**src/rtl/alu_result_buffer.sv**
```systemverilog
// alu_result_buffer: 2-entry FIFO output stage after the ALU compare units,
// with a saturating zero-flag counter and a sticky flag/result check.
// Ports: clk, rst_n (sync, active-low); in_valid/in_ready/in_result/in_flag
// upstream; out_valid/out_ready/out_result/out_flag downstream;
// zero_count, flag_err status; clear_count clears both status outputs.
module alu_result_buffer #(
  parameter int WIDTH = 32,
  parameter int CNT_W = 16
) (
  input  logic             clk,
  input  logic             rst_n,
  input  logic             in_valid,
  output logic             in_ready,
  input  logic [WIDTH-1:0] in_result,
  input  logic             in_flag,
  output logic             out_valid,
  input  logic             out_ready,
  output logic [WIDTH-1:0] out_result,
  output logic             out_flag,
  output logic [CNT_W-1:0] zero_count,
  output logic             flag_err,
  input  logic             clear_count
);

  typedef enum logic [1:0] {
    EMPTY = 2'd0,
    ONE   = 2'd1,
    FULL  = 2'd2
  } occ_t;

  localparam logic [CNT_W-1:0] CNT_ONE = 1;

  occ_t state, state_nx;

  logic [WIDTH-1:0] mem_r [2];
  logic             mem_f [2];
  logic             hd, tl;
  logic             push, pop, mism;

  // rst_n gates in_ready so nothing is accepted while reset is held.
  assign in_ready  = rst_n & (state != FULL);
  assign out_valid = (state != EMPTY);
  assign push      = in_valid & in_ready;
  assign pop       = out_valid & out_ready;
  assign mism      = in_flag != (in_result == '0);

  always_comb begin
    state_nx = state;
    unique case (state)
      EMPTY: if (push) state_nx = ONE;
      ONE: begin
        if (push && !pop)      state_nx = FULL;
        else if (pop && !push) state_nx = EMPTY;
      end
      FULL: if (pop) state_nx = ONE;
      default: state_nx = EMPTY;
    endcase
  end

  always_comb begin
    out_result = '0;
    out_flag   = 1'b0;
    if (state != EMPTY) begin
      out_result = mem_r[hd];
      out_flag   = mem_f[hd];
    end
  end

  always_ff @(posedge clk) begin
    if (!rst_n) begin
      state <= EMPTY;
      hd    <= 1'b0;
      tl    <= 1'b0;
    end else begin
      state <= state_nx;
      if (push) tl <= ~tl;
      if (pop)  hd <= ~hd;
    end
  end

  always_ff @(posedge clk) begin
    if (push) begin
      mem_r[tl] <= in_result;
      mem_f[tl] <= in_flag;
    end
  end

  // Clear wins over the running value, but the push in the
  // same cycle still counts against the cleared state.
  always_ff @(posedge clk) begin
    if (!rst_n) begin
      zero_count <= '0;
      flag_err   <= 1'b0;
    end else if (clear_count) begin
      zero_count <= (push && in_flag) ? CNT_ONE : '0;
      flag_err   <= push & mism;
    end else if (push) begin
      if (in_flag && !(&zero_count))
        zero_count <= zero_count + CNT_ONE;
      if (mism)
        flag_err <= 1'b1;
    end
  end

endmodule
```
**config.mk**
```make
export PLATFORM = sky130hd
export DESIGN_NAME = alu_result_buffer
export DESIGN_NICKNAME = d
export VERILOG_FILES = /design/src/rtl/alu_result_buffer.sv
export SDC_FILE = /design/constraint.sdc
export NUM_CORES = 1
export LEC_CHECK = 0
export ABC_AREA = 1
export CAP_MARGIN = 10
export CORE_MARGIN = 2
export CORE_UTILIZATION = 50
export CTS_CLUSTER_SIZE = 30
export DETAILED_ROUTE_END_ITERATION = 10
export PLACE_DENSITY = 0.83
export SYNTH_ARGS = -nofsm -noshare
export SYNTH_HDL_FRONTEND = slang
export SYNTH_SLANG_ARGS = --single-unit
```
**constraint.sdc**
```tcl
create_clock -name clk -period 3.1 [get_ports clk]
set_input_delay 0.62 -clock clk [delete_from_list [all_inputs] [get_ports clk]]
set_output_delay 0.62 -clock clk [all_outputs]
set_load 0.01 [all_outputs]
```
---- After elaboration in Yosys (flattened, before gate mapping) ----
Memory sizes are Yosys's and may differ from the RTL's. A register that Yosys moved wholly into a read port is not among the register bits.
Cells that the tools add are included.
word-level totals
  register bits after elaboration ......... 21
  bits in latches ......................... 0
  RAM bits ................................ 66
  memory bits (read-only) ................. 0
  bits of input ports ..................... 38
  logic and storage cells ................. 58
  memories kept ........................... 2
memory list
  memory  depth  width  read ports  clocked after Yosys merged registers in  write ports  line  RTL
  mem_r   2      32     1           1                                        1            35    logic [WIDTH-1:0] mem_r [2];
  mem_f   2      1      1           1                                        1            36    logic mem_f [2];
operators by class
  add/subtract/negate cells ............... 1
  $mul .................................... 0
  div/mod/pow operators ................... 0
  $lt $le $gt $ge ......................... 0
  equality and inequality tests ........... 7
  shift-type cells ........................ 0
  muxes and demuxes ....................... 20
  bitwise logic cells ..................... 6
  reductions and logical operators ........ 17
operators with widths
  operator                                             number
  two-way mux 16 bit                                   3
  logical NOT 32 bit                                   1
  two-way mux 32 bit                                   1
  adder 16 x 1 -> 16 bit, second input constant        1
  AND reduction 16 bit                                 1
  two-way mux 1 bit                                    11
  two-way mux 2 bit                                    4
  nonzero test 2 bit                                   4
  inequality test 2 bit, second input constant         3
  case mux 2 bit (3 select lines)                      1
  AND 1 bit                                            4
  logical AND 1 bit                                    4
  AND reduction 2 bit                                  2
  logical NOT 1 bit                                    3
  inequality test 3 bit, second input constant         1
  AND reduction 3 bit                                  1
  equality test 2 x 1 -> 1 bit, second input constant  1
  equality test 2 bit, second input constant           1
  logical NOT 2 bit                                    1
  inverter 1 bit                                       2
  inequality test 1 bit                                1

---- Logic depth before layout (Yosys ltp) ----
Gate-level depths: netlist of the first run.
  word-level depth ........................ 8
  depth in mapped cells ................... 11

---- Worst setup path before layout of the first run ----
No wires, ideal clock.
  path type ............................... input port to flip-flop
  start ................................... input in_valid
  end ..................................... memory mem_f[0] (enable)
  library setup time ...................... 423 ps
  data arrival time ....................... 2150 ps
  data required time ...................... 2677 ps
  setup slack ............................. 527 ps
  cell stages on the path ................. 2
  path through ............................ nand3_4 nor2_1
between the ends
  cells in the longest elaborated chain, start to end .. 3
RTL lines
  element                                  line  RTL
  start: declaration                       12    input logic in_valid,
  AND 1 bit                                43    assign push = in_valid & in_ready;
  two-way mux 1 bit                        82    if (push) begin
  two-way mux 1 bit (implied by the code)  84    mem_f[tl] <= in_flag;
  end: declaration                         36
No other way between the ends.

---- Worst setup path after layout of the first run ----
  start ................................... input rst_n
  end ..................................... output in_ready
between the ends
  cells in the longest elaborated chain, start to end .. 1
RTL lines
  element             line  RTL
  start: declaration  11    input logic rst_n,
  AND 1 bit           41    assign in_ready = rst_n & (state != FULL);
  end: declaration    13    output logic in_ready,
No other way between the ends.

==> summary.md, run 1 <==
| Metric | Value |
|---|---|
| Status | `finished, final reports clean` |
| Clock skew | `around 0.008 ns` |
| Post-DRT Antenna Nets | `0` |
| CTS Buf Count | `9` |
| Crit path DAT | `roughly 2.1 ns` |
| Filler instances | `between 500 and 600` |
| CP required | `roughly 2.5 ns` |
| Seq cells post-synth | `approximately 90` |
| Root Buffer | `clkbuf_8` |
| Pleak | `between 1.5 and 2 nW` |
| Hold Fails Final Rpt | `0` |
| GRT Total Usage | `21.3%` |
| Slew Viols, Final | `0` |
| First-pass GRT wire length | `14000 um` |
| CTS hold repair buffers | `0` |
| NumNets Final | `around 550` |
| HPWL after DPL | `slightly above 6000 um` |
| Fmax | `roughly 370 MHz` |
| Share of cells above drive strength 1 | `7.45%` |
| Top post-synthesis cells by count | `nand2_1, edfxtp_1, nor2_1` |
| Core ar. | `7330 um^2` |
| Total congestion overflow | `0` |
| Die area | `8360 um^2` |
| Worst path max stage delay | `roughly 0.6 ns` |
| Post-Synth Simple-Gate Area | `a little under a quarter` |
| CP Class | `primary input to output pin` |
| RSZ-0062 raised after global routing | `false` |
| FP Rows | `31` |
| H-tree depth | `3` |
| Worst vdd ir | `~290 uV` |
| CP dominant cell by count | `clkdlybuf4s50_1` |
| EDFF count, synth | `66` |
| Yosys cell types | `26` |
| Post-synth top area cell | `edfxtp_1` |
| Sequential cell area fraction in the yosys report | `a little under two thirds` |
| Post-Synth XOR/XNOR Area | `0%` |
| Largest family of logic cells by synthesized area | `simple AND/OR/NAND/NOR gates` |
| Starting Density | `52.2%` |
| PortBufs | `89` |
| Total iterations of the first detailed-routing run | `4` |
| Largest net degree at the start of global routing | `35` |
| Initial antenna violation count | `0` |
| Syn avg cell area | `9.33 um^2` |
| Most frequent cell after synthesis | `nand2_1` |
| Period Utilization, post-route | `between 80% and 90%` |
| # resized after CTS | `0` |
| YS warnings | `0` |
| Final wirelength | `8820 um` |
| Yosys top cell area share | `51.8%` |
| Clk_lat worst skew | `approximately 0.36 ns` |
| Top post-synthesis cells by area | `edfxtp_1, nand2_1, dfxtp_1` |
| Routed vias | `approximately 3.1k` |
| Mux cell area share after synthesis | `0%` |
| HP Class | `flip-flop to flip-flop` |
| Slew HR | `69.6%` |
| Setup Buffers After CTS | `0` |
| Critical Path Sink Type | `output pin` |
| Max Cap Violations | `0` |
| Worst Tran Pin Value | `between 0.4 and 0.5 ns` |
| Final WS setup | `0.394 ns` |
| WP buf/inv | `3` |
| Reg clk slew, reported paths | `approximately 0.090 ns` |
| Setup-failing EPs final | `0` |
| Util after Layout | `between 60 and 70%` |
| Routability cong. | `0.862` |
| Synth Instances | `slightly above 400` |
| FFs w/ async S/R, synth | `0%` |
| Mapped cell area | `about 3800 um^2` |
| Clock sink total | `88` |
| Post-route DRC | `0` |
| Critical-path top delay cell | `clkdlybuf4s50_1` |
| Area share of fa/ha/maj cells after synthesis | `less than 1%` |
| Setup TNS | `0 ns` |
| Power Density | `between 500 and 600 nW/um^2` |
| Mapped Nets | `between 400 and 500` |
| DRT iter0 DRCs | `202` |
| CTS Buffer Depth | `2` |
| Crit-path leading delay family | `buffers and inverters` |
| Vias/cell | `between 5 and 6` |
| CTS tree | `done` |
| P&R area growth vs syn | `32.0%` |
| CP Launch Type | `primary input` |
| N_diodes | `0` |
| Die height | `around 91 um` |
| Vias in the first global route | `about 3k` |
| Num ports | `90` |
| CP cell instances | `clkdlybuf4s50_1 -> inv_1 -> nor2_1 -> clkdlybuf4s50_1` |
| Die width | `about 91 um` |
| Place WS | `0.394 ns` |
| CP max FO | `6` |
| Wirelength per Cell | `14.5 um` |
| Synth Area in Compound Gates | `7.33%` |
| Top FF cell, synth | `edfxtp_1` |
| Post-route minimum period | `around 2.7 ns` |
## where the power goes
group          total [mW]  internal (mW)  leakage [nW]  switching, mW
combinational       0.431          0.199         0.924          0.232
clock               0.819          0.389         0.107          0.430
sequential           1.32           1.31         0.784         0.0148
total                2.57           1.89          1.81          0.677
## sequential cells by signal (all words and copies together), names as in the netlist, named ones only
register,count
flag_err,1
hd,1
mem_f,2
mem_r,64
state,2
tl,1
zero_count,16
## cells in the final DEF (no fill, tap or decap)
master             n
o21ai_0            9
nand3_4            1
nor2_2             7
nand4_1            4
inv_1             31
nand2_2            2
inv_2              1
nand3_2            1
nor4_1             1
a21oi_1           44
clkdlybuf4s50_1   89
edfxtp_1          66
nand3_1           14
inv_6              3
nor2_4             1
o211ai_1           1
ha_1               2
clkbuf_8           9
dfxtp_1           22
nor2_1            54
nand2_1          132
buf_4              7
inv_8              1
bufinv_16          1
a211oi_1           1
nand2_4            1
clkinv_4           3
nor3_1             2
## stage by stage
stage          power, mW  area, um^2  hold slack, ns  cells
3_3_place_gp        1.76        4840           0.444    593
6_report            2.57        5050           0.475    609
4_1_cts             2.59        5050           0.473    609
5_1_grt             2.67        5050           0.495    609
2_1_floorplan       1.54        3820           0.425    410
3_5_place_dp        1.78        4840           0.451    593
## cells by family after synthesis
kind of cell             count (synthesis)
AND/OR/NAND/NOR                        220
adder cells (fa/ha/maj)                  2
flip-flops                              88
buffers and inverters                   45
AO/OA/AOI/OAI                           55
## routing by layer
metal | track usage [%] | vias up | routed length, um
met5 | 0 | - | 0
met4 | 10.2 | 0 | 252
met3 | 3.40 | 22 | 345
met2 | 36.5 | 95 | 4460
met1 | 26.1 | 1444 | 3760
li1 | - | 1545 | -
## worst paths after layout
check / end / cells past startpoint / slack, ns / startpoint
worst max register to register: state[0] / 9 / 1.20 / state[1]
worst min register to register: hd / 1 / 0.48 / hd
worst min-delay path: hd / 1 / 0.48 / hd
worst max-delay path: in_ready / 4 / 0.39 / rst_n
## layout make-up
| class | instances | area [um^2] | area share, % |
|---|---|---|---|
| tap | 99 | 124 | 2.45 |
| inverter | 33 | 129 | 2.55 |
| clock buffer | 9 | 124 | 2.45 |
| sequential | 88 | 2420 | 48.0 |
| multi-input combinational | 277 | 1220 | 24.2 |
| timing repair buffer | 96 | 943 | 18.7 |
| clock inverter | 7 | 85.1 | 1.69 |
(Power assumes the default switching activity.)
==> run 2, diff against run 1 <==
CORE_MARGIN = unset   (was 2)
==> summary.md, run 2 (synthesis gave the netlist of run 1 again) <==
| Metric | Value |
|---|---|
| Status | `finished, final reports clean (unchanged)` |
| Reg2Reg Setup Slack | `1.26 ns (was 1.20 ns)` |
| P&R area growth vs syn | `31.0% (was 32.0%)` |
| Max Cap Violations | `0 (unchanged)` |
| Largest Register | `mem_r (unchanged)` |
| CTS hold repair buffers | `0 (unchanged)` |
| Die height | `89.5 um (was 91.5 um)` |
| CP Class | `primary input to output pin (unchanged)` |
| HP Class | `flip-flop to flip-flop (unchanged)` |
| Initial antenna violation count | `0 (unchanged)` |
| DR WL met3 | `436 um (was 345 um)` |
| Critical Path Sink Type | `output pin (unchanged)` |
| P_sw | `0.627 mW (was 0.677 mW)` |
| CTS Buf Count | `9 (unchanged)` |
| Slew Viols, Final | `0 (unchanged)` |
| Post-DRT Antenna Nets | `0 (unchanged)` |
| Wirelength per Cell | `13.8 um (was 14.5 um)` |
| Reg area | `2420 um^2 (unchanged)` |
| RSZ-0062 raised after global routing | `false (unchanged)` |
| CTS tree | `done (unchanged)` |
| Commonest non-fill, non-tap cell in the layout | `nand2_1 (unchanged)` |
| Max layer used | `met4 (unchanged)` |
| CP max FO | `6 (unchanged)` |
| Reg2reg end | `zero_count[7] (was state[0])` |
| Placed cells | `592 (was 593)` |
| Share of cells above drive strength 1 | `6.68% (was 7.45%)` |
| Routed vias | `3060 (was 3106)` |
| First-pass GRT wire length | `13100 um (was 14000 um)` |
| Core ar. | `7330 um^2 (unchanged)` |
| Post-route DRC | `0 (unchanged)` |
| Final cell count without fillers | `608 (was 609)` |
| Sequential Power Share | `54.5% (was 51.4%)` |
| Reg clk slew, reported paths | `0.08 ns (was 0.09 ns)` |
| CP required | `2.48 ns (about the same)` |
| DRT iter0 DRCs | `198 (was 202)` |
| Hold Fails Final Rpt | `0 (unchanged)` |
| FP Rows | `31 (unchanged)` |
| Filler instances | `556 (was 546)` |
| Number of flip-flops in the largest register | `64 (unchanged)` |
| Worst Tran Pin Value | `0.449 ns (was 0.456 ns)` |
| Met2 wire length | `4060 um (was 4460 um)` |
| Most frequent cells in the layout | `nand2_1, clkdlybuf4s50_1, edfxtp_1 (unchanged)` |
| Slew HR | `70.0% (was 69.6%)` |
| Starting Density | `52.2% (unchanged)` |
| CTS Buffer Depth | `2 (unchanged)` |
| Period Utilization, post-route | `86.0% (was 87.3%)` |
| HPWL after DPL | `5770 um (was 6070 um)` |
| H-tree depth | `3 (unchanged)` |
| Die width | `89.5 um (was 91.5 um)` |
| PortBufs | `89 (unchanged)` |
| Final wirelength | `8390 um (was 8820 um)` |
| Num ports | `90 (unchanged)` |
| P_int | `1.79 mW (was 1.89 mW)` |
| Multi-input combinational cell area | `1230 um^2 (was 1220 um^2)` |
| Pleak | `1.79 nW (was 1.81 nW)` |
| Clock sink total | `88 (unchanged)` |
| Worst hold path startpoint | `hd (unchanged)` |
| Post-route minimum period | `2.66 ns (was 2.71 ns)` |
| Vias/cell | `5.03 (was 5.10)` |
| Comb power frac | `17.5% (was 16.8%)` |
| Largest net degree at the start of global routing | `36 (was 35)` |
| Hold depth | `1 (unchanged)` |
| DRT met1 WL | `3690 um (was 3760 um)` |
| Setup TNS | `0 ns (unchanged)` |
| NumNets Final | `544 (was 545)` |
| Crit path DAT | `2.04 ns (was 2.09 ns)` |
| Power Density | `483 nW/um^2 (was 509 nW/um^2)` |
| Worst Hold End | `hd (unchanged)` |
| Biggest regs | `mem_r: 64 flops, zero_count: 16 flops (unchanged)` |
| Clk_lat worst skew | `0.35 ns (was 0.36 ns)` |
| Sw Share | `25.9% (was 26.3%)` |
| Clk pwr share | `27.9% (was 31.9%)` |
| # resized after CTS | `0 (unchanged)` |
| Clock skew | `0.00988 ns (was 0.00810 ns)` |
| Tot Pwr | `2.42 mW (was 2.57 mW)` |
| CP Launch Type | `primary input (unchanged)` |
| Worst vdd ir | `271 uV (was 291 uV)` |
| Root Buffer | `clkbuf_8 (unchanged)` |
| FF-to-FF Start | `zero_count[0] (was state[1])` |
| Die area | `8000 um^2 (was 8360 um^2)` |
| FF-to-FF path depth | `10 (was 9)` |
| Total congestion overflow | `0 (unchanged)` |
| N_diodes | `0 (unchanged)` |
| Setup-failing EPs final | `0 (unchanged)` |
| Setup Buffers After CTS | `0 (unchanged)` |
| Total iterations of the first detailed-routing run | `4 (unchanged)` |
| Routability cong. | `0.842 (was 0.862)` |
| GRT Total Usage | `22.1% (was 21.3%)` |
| Fmax | `375 MHz (was 370 MHz)` |
| Vias in the first global route | `2831 (was 2997)` |
[run 2: worst max-delay path, cell delays in order]
cell and delay [ns]:
clkdlybuf4s50_1 0.59, inv_1 0.16, nor2_1 0.13, clkdlybuf4s50_1 0.54
[run 2: layout make-up]
cell class | instances | share of cell area, %
clock buffer | 11 | 2.62
clock inverter | 5 | 0.675
tap | 99 | 2.47
inverter | 33 | 2.57
multi-input combinational | 277 | 24.6
sequential | 88 | 48.4
timing repair buffer | 95 | 18.7
[run 2: worst max-delay path by stage]
| stage | start | endpoint | slack, ns | cells past startpoint |
|---|---|---|---|---|
| after CTS | rst_n | in_ready | 0.42 | 4 |
| after global routing | flip-flop | out_result[31] | 0.30 | 5 |
| final | rst_n | in_ready | 0.44 | 4 |
| after global placement | rst_n | in_ready | 0.46 | 4 |
| after detailed placement | rst_n | in_ready | 0.44 | 4 |
| after floorplan | in_valid | mem_f[0] | 0.53 | 2 |
[run 2: power groups by stage]
stage	Sequential (mW)	Clock [mW]	Combinational (mW)
2_1_floorplan	1.35	0	0.192
3_3_place_gp	1.35	0	0.416
3_5_place_dp	1.35	0	0.425
4_1_cts	1.32	0.687	0.427
5_1_grt	1.32	0.739	0.465
6_report	1.32	0.676	0.424
[run 2: routing by layer]
metal	vias up	GRT usage (%)
li1	1539	-
met1	1406	28.5
met2	98	37.0
met3	17	3.32
met4	0	10.5
met5	-	0
[run 2: through the flow]
step / util [%] / hold slack (ns) / instance area (um^2) / setup WS [ns]
floorplan: - / 0.425 / 3820 / 0.527
global placement: 66.1 / 0.450 / 4840 / 0.457
detailed placement: 66.1 / 0.460 / 4840 / 0.437
CTS: 68.3 / 0.471 / 5010 / 0.421
global route: 68.3 / 0.499 / 5010 / 0.301
finish: 68.3 / 0.467 / 5010 / 0.435
==> run 3, diff against run 2 <==
TNS_END_PERCENT = 50   (was unset)
==> results of run 3 <==
No change in the layout: final DEF, timing and power equal those of run 2.
